File: src/rtl/pid_pkg.sv
// Shared definitions for the PID-to-PWM stage.
// Holds the default datapath widths and the duty mapping, which clamps the
// signed PID output to a non-negative value and shifts it down to PWM
// resolution.
package pid_pkg;

    localparam int DEF_ADC_BITWIDTH = 8;
    localparam int DEF_PWM_BITWIDTH = 4;

    // The operand is sign-extended to 32 bits by the caller, so one function
    // serves any ADC/PWM width pair. Negative values clamp to 0. The result
    // is truncated, never rounded.
    function automatic logic [31:0] sat_duty(input logic signed [31:0] pid_val,
                                             input int adc_bits,
                                             input int pwm_bits);
        logic [31:0] mask;
        logic [31:0] sat;
        mask = (32'd1 << adc_bits) - 32'd1;
        sat  = (pid_val < 0) ? 32'd0 : (pid_val & mask);
        return sat >> (adc_bits - pwm_bits);
    endfunction

endpackage

File: src/rtl/pwm_prescaler.sv
// Modulo-PRESCALE counter that paces the PWM tick counter.
// Ports:
//   clk_i   system clock
//   rst_i   synchronous active-high reset
//   run_i   count enable; while low the counter is held at 0
//   tick_o  high in the last clock of each PRESCALE-clock interval
module pwm_prescaler #(
    parameter int PRESCALE = 2
) (
    input  logic clk_i,
    input  logic rst_i,
    input  logic run_i,
    output logic tick_o
);

    localparam int              PSC_W    = (PRESCALE > 1) ? $clog2(PRESCALE) : 1;
    localparam logic [PSC_W-1:0] PSC_LAST = PSC_W'(PRESCALE - 1);

    logic [PSC_W-1:0] psc;

    assign tick_o = run_i && (psc == PSC_LAST);

    always_ff @(posedge clk_i) begin
        if (rst_i || !run_i || tick_o) begin
            psc <= '0;
        end else begin
            psc <= psc + PSC_W'(1);
        end
    end

endmodule

File: src/rtl/pid_pwm_gen.sv
// PWM generator downstream of the PID core in the fan controller.
// Clamps the signed PID output to a duty value, produces the fan PWM and
// paces the PID core with a clock-enable pulse every PID_DIV PWM periods.
// Duty is only taken up at period boundaries so the output has no runt pulses.
// Ports:
//   clk_i           system clock
//   rst_i           synchronous active-high reset
//   en_i            PWM enable
//   pid_val_i       signed PID output, ADC_BITWIDTH+1 bits
//   pwm_o           fan PWM output
//   clk_en_PID_o    one-cycle enable pulse to the PID core
//   duty_o          currently active duty value
//   period_start_o  one-cycle pulse in the first clock of each period
module pid_pwm_gen
    import pid_pkg::*;
#(
    parameter int ADC_BITWIDTH = DEF_ADC_BITWIDTH,
    parameter int PWM_BITWIDTH = DEF_PWM_BITWIDTH,
    parameter int PRESCALE     = 2,
    parameter int PID_DIV      = 4
) (
    input  logic                           clk_i,
    input  logic                           rst_i,
    input  logic                           en_i,
    input  logic signed [ADC_BITWIDTH:0]   pid_val_i,
    output logic                           pwm_o,
    output logic                           clk_en_PID_o,
    output logic        [PWM_BITWIDTH-1:0] duty_o,
    output logic                           period_start_o
);

    localparam logic [PWM_BITWIDTH-1:0] CNT_LAST  = PWM_BITWIDTH'(2**PWM_BITWIDTH - 2);
    localparam int                      PDIV_W    = (PID_DIV > 1) ? $clog2(PID_DIV) : 1;
    localparam logic [PDIV_W-1:0]       PDIV_LAST = PDIV_W'(PID_DIV - 1);

    logic                    en_q;
    logic                    run;
    logic                    tick;
    logic                    wrap;
    logic [PWM_BITWIDTH-1:0] cnt;
    logic [PWM_BITWIDTH-1:0] duty_q;
    logic [PWM_BITWIDTH-1:0] duty_next;
    logic [PDIV_W-1:0]       pdiv;

    assign duty_next = PWM_BITWIDTH'(sat_duty(32'(pid_val_i), ADC_BITWIDTH, PWM_BITWIDTH));

    // Counting only starts once the registered enable is also high, so the
    // first period after enable (or reset release) has the same length as a
    // steady-state one: cnt=0 lasts a full PRESCALE clocks.
    assign run  = en_i && en_q;
    assign wrap = tick && (cnt == CNT_LAST);

    pwm_prescaler #(
        .PRESCALE (PRESCALE)
    ) u_prescaler (
        .clk_i  (clk_i),
        .rst_i  (rst_i),
        .run_i  (run),
        .tick_o (tick)
    );

    always_ff @(posedge clk_i) begin
        if (rst_i) begin
            en_q           <= 1'b0;
            cnt            <= '0;
            pdiv           <= '0;
            duty_q         <= '0;
            clk_en_PID_o   <= 1'b0;
            period_start_o <= 1'b0;
        end else begin
            en_q           <= en_i;
            period_start_o <= wrap || (en_i && !en_q);
            clk_en_PID_o   <= wrap && (pdiv == PDIV_LAST);
            if (!run) begin
                // Idle: hold counters and let the shadow follow the PID value,
                // so a re-enable starts with the current duty.
                cnt    <= '0;
                pdiv   <= '0;
                duty_q <= duty_next;
            end else if (wrap) begin
                cnt    <= '0;
                duty_q <= duty_next;
                pdiv   <= (pdiv == PDIV_LAST) ? '0 : pdiv + PDIV_W'(1);
            end else if (tick) begin
                cnt <= cnt + PWM_BITWIDTH'(1);
            end
        end
    end

    // cnt never reaches 2^PWM_BITWIDTH-1, so the all-ones duty is constant high.
    assign pwm_o  = en_q && (cnt < duty_q);
    assign duty_o = duty_q;

endmodule

File: config.mk
export PLATFORM = sky130hd
export DESIGN_NAME = pid_pwm_gen
export DESIGN_NICKNAME = d
export VERILOG_FILES = /design/src/rtl/pid_pkg.sv /design/src/rtl/pwm_prescaler.sv /design/src/rtl/pid_pwm_gen.sv
export SDC_FILE = /design/constraint.sdc
export NUM_CORES = 1
export LEC_CHECK = 0
export BUFFER_PORTS_ARGS = -buffer_cell sky130_fd_sc_hd__buf_2
export CELL_PAD_IN_SITES_DETAIL_PLACEMENT = 0
export CELL_PAD_IN_SITES_GLOBAL_PLACEMENT = 1
export CORE_MARGIN = 4
export CORE_UTILIZATION = 39
export CTS_CLUSTER_DIAMETER = 100
export DETAILED_ROUTE_END_ITERATION = 7
export PLACE_DENSITY = 0.78
export SLEW_MARGIN = 20
export SYNTH_ARGS = -nofsm -noshare
export SYNTH_HDL_FRONTEND = slang
export SYNTH_SLANG_ARGS = --single-unit
File: constraint.sdc
create_clock -name clk_i -period 4.42 [get_ports clk_i]
set_clock_uncertainty 0.05 [all_clocks]
set_input_delay 0.884 -clock clk_i [delete_from_list [all_inputs] [get_ports clk_i]]
set_output_delay 0.884 -clock clk_i [all_outputs]
set_load 0.02 [all_outputs]
==> results.md <==
* Max Cap Viol at 0
* FFs w/ async S/R, synth at 0%
* Number of port buffers at 14
* EDFF count, synth at 0
* Multiplexer area fraction after synthesis at 0%
* Synth area leaders: dfxtp_1 (42%), ha_1 (11%), a211oi_1 (3.4%)
* Synth Cell Area at approximately 670 um^2
* Die footprint at between 2000 and 2500 um^2
* Max transition margin at 78.0%
* Post-Route Utilization at around half
* Max IR drop VDD at 0.128 mV
* Seq/Total Area, Yosys at approximately 42%
* Row Count at 14
* Slew Viols, Final at 0
* Top-area cell type share of the netlist area at between 40% and 50%
* Final HPWL DP at just under 1000 um
* Post-synth top flop: dfxtp_1
* Hold_ws at ~0.45 ns
* TritonCTS Sinks at 14
* Leading area contributor after synthesis: dfxtp_1
* GRT Total Usage at between 10% and 20%
* FF+latch count, synth at 14
* Status: complete, no violations
* Gpl congestion at between 0.7 and 0.8
* Slowest cell on crit path: dfxtp_1
* Io pins at 19
* Clock Latency Late Sink at 0.28 ns
* Via/cell ratio at between 5 and 6
* Slew at the pin closest to its max-slew limit at 0.322 ns
* Yosys warnings at 0
* Syn Area/Cell at 9.51 um^2
* Largest net degree at the start of global routing at 16
* Setup Crit Path Kind: reg2out
* Initial antenna violation count at 0
* Max clock buf depth at 2
* Die Wd at slightly below 50 um
* Worst EP arrival at 1.48 ns
* Vias in the first global route at roughly 490
* Post-cts gate resize count at 0
* Antenna fix cells at 0
* Cells after Synth at 70
* Simple logic cell fraction of the synthesized area at between 20% and 30%
* RSZ-0062 raised after global routing: no
* Hold Buf Count CTS at 0
* Detail Route Antenna Nets at 0
* Pre-antenna DRT Iters at 3
* Total grt overflow at 0
* Hold Path Class: reg2reg
* Count leader, synth: dfxtp_1
* Syn-to-layout area delta at 17.9%
* Clk root buf: clkbuf_4
* Tcrit/Tclk final at a little over half
* Syn Nets at a little under 90
* Total CTS buffers at 3
* Top post-synthesis cells by count: dfxtp_1 (14), ha_1 (6), inv_1 (6)
* Initial DRC count at 3
* Detailed-route DRC error count at 0
* Die Height at approximately 49 um
* CTS tree: built
* PwrDens at around 310 nW/um^2
* Setup bufs post-CTS at 0
* Htree depth at 1
* F_max at between 400 and 500 MHz
* Endpoint class of the critical path: primary output
* Final min period at 2.42 ns
* Largest family of logic cells by synthesized area: simple AND/OR/NAND/NOR gates
* Post-synthesis compound-gate area fraction at ~17%
* Initial Utilization at a little over two fifths
* Post-Synth Adder-Cell Area at a little under an eighth
* WL final at between 1000 and 1500 um
* Via count at roughly 540
* Final Hold Fails at 0
* Critical Path Fanout Max at 4
* Setup violators final at 0
* Netlist cell types at 28
* Worst setup SP type: register
* First-pass GRT wire length at about 2300 um
* Synth Area in XOR/XNOR at 3.95%
* Layout cells sized above 1 at around a quarter
* Critical-path cell list: ha_1 > nand2_1 > nand3b_1 > a31oi_1 > buf_2
* Reg clk slew, reported paths at ~0.090 ns
* Lkg Pwr at around 0.33 nW
* Wirelength per Cell at approximately 13 um
* Fill count at about 160
* Crit-path max cell delay at between 0.4 and 0.5 ns
* Critical path required time at between 3 and 4 ns
* TNS Setup at 0 ns
* Nets at about 110
* Core area at between 1500 and 2000 um^2
-- sequential cells by signal, summed over array words and instances (netlist names) --
| name | cells |
|---|---|
| clk_en_PID_o | 1 |
| cnt | 4 |
| u_prescaler.psc | 1 |
| period_start_o | 1 |
| pdiv | 2 |
| en_q | 1 |
| duty_o | 4 |
-- cell type report --
type / instances / area (um^2) / share of cell area, %
clock buffer: 4 / 36.3 / 4.63
inverter: 6 / 22.5 / 2.87
multi-input combinational: 48 / 355 / 45.3
sequential: 14 / 280 / 35.7
tap: 16 / 20.0 / 2.55
timing repair buffer: 14 / 70.1 / 8.93
-- kinds of logic (layout without fill, tap and decap cells) --
kind of cell	after synthesis	after routing
AND/OR/NAND/NOR	23	23
AO/OA/AOI/OAI	16	16
flip-flops	14	14
buffers and inverters	8	24
adder cells (fa/ha/maj)	6	6
XOR/XNOR	3	3
-- worst paths after layout --
check | start | to | slack (ns) | cells past startpoint
worst max-delay path | cnt[3]$_SDFFE_PP0P_ | pwm_o | 2.00 | 5
worst min-delay path | duty_o[0]$_SDFFE_PP0P_ | duty_o[0]$_SDFFE_PP0P_ | 0.45 | 2
worst max register to register | cnt[0]$_SDFFE_PP0P_ | cnt[1]$_SDFFE_PP0P_ | 2.86 | 5
worst min register to register | duty_o[0]$_SDFFE_PP0P_ | duty_o[0]$_SDFFE_PP0P_ | 0.45 | 2
-- stage by stage --
step,instance area [um^2],total power [W],setup WS (ns),cells
global route,785,0.000257,1.84,102
detailed placement,748,0.000155,2.32,98
finish,785,0.000247,2.00,102
global placement,748,0.000154,2.35,98
floorplan,666,0.000146,2.16,70
CTS,785,0.000247,1.98,102
-- worst max-delay path: cells and delay by family, from the launching register on --
family / cells / cell delay (ns)
fa+ha+maj: 1 / 0.28
compound gates: 1 / 0.14
buf+inv: 1 / 0.18
simple gates: 2 / 0.16
flops: 1 / 0.43
-- report_power, final --
| part | internal [W] | switching (W) |
|---|---|---|
| logic | 0.00000764 | 0.0000128 |
| clock network | 0.0000501 | 0.0000451 |
| registers | 0.000129 | 0.00000217 |
| total | 0.000187 | 0.0000602 |
-- per-layer routing --
layer | up-vias | share of wire (%) | global-route usage, %
li1 | 289 | - | -
met1 | 232 | 51 | 18.8
met2 | 12 | 42 | 17.2
met3 | 2 | 5.4 | 3.06
met4 | 0 | 1.1 | 4.27
met5 | - | 0 | 0
-- cells in the final DEF, fill, tap and decap left out, types with 4 or more instances in the layout --
cell	n
ha_1	6
dfxtp_1	14
buf_2	14
inv_1	6
nor3_1	4
(Power assumes the default switching activity.)
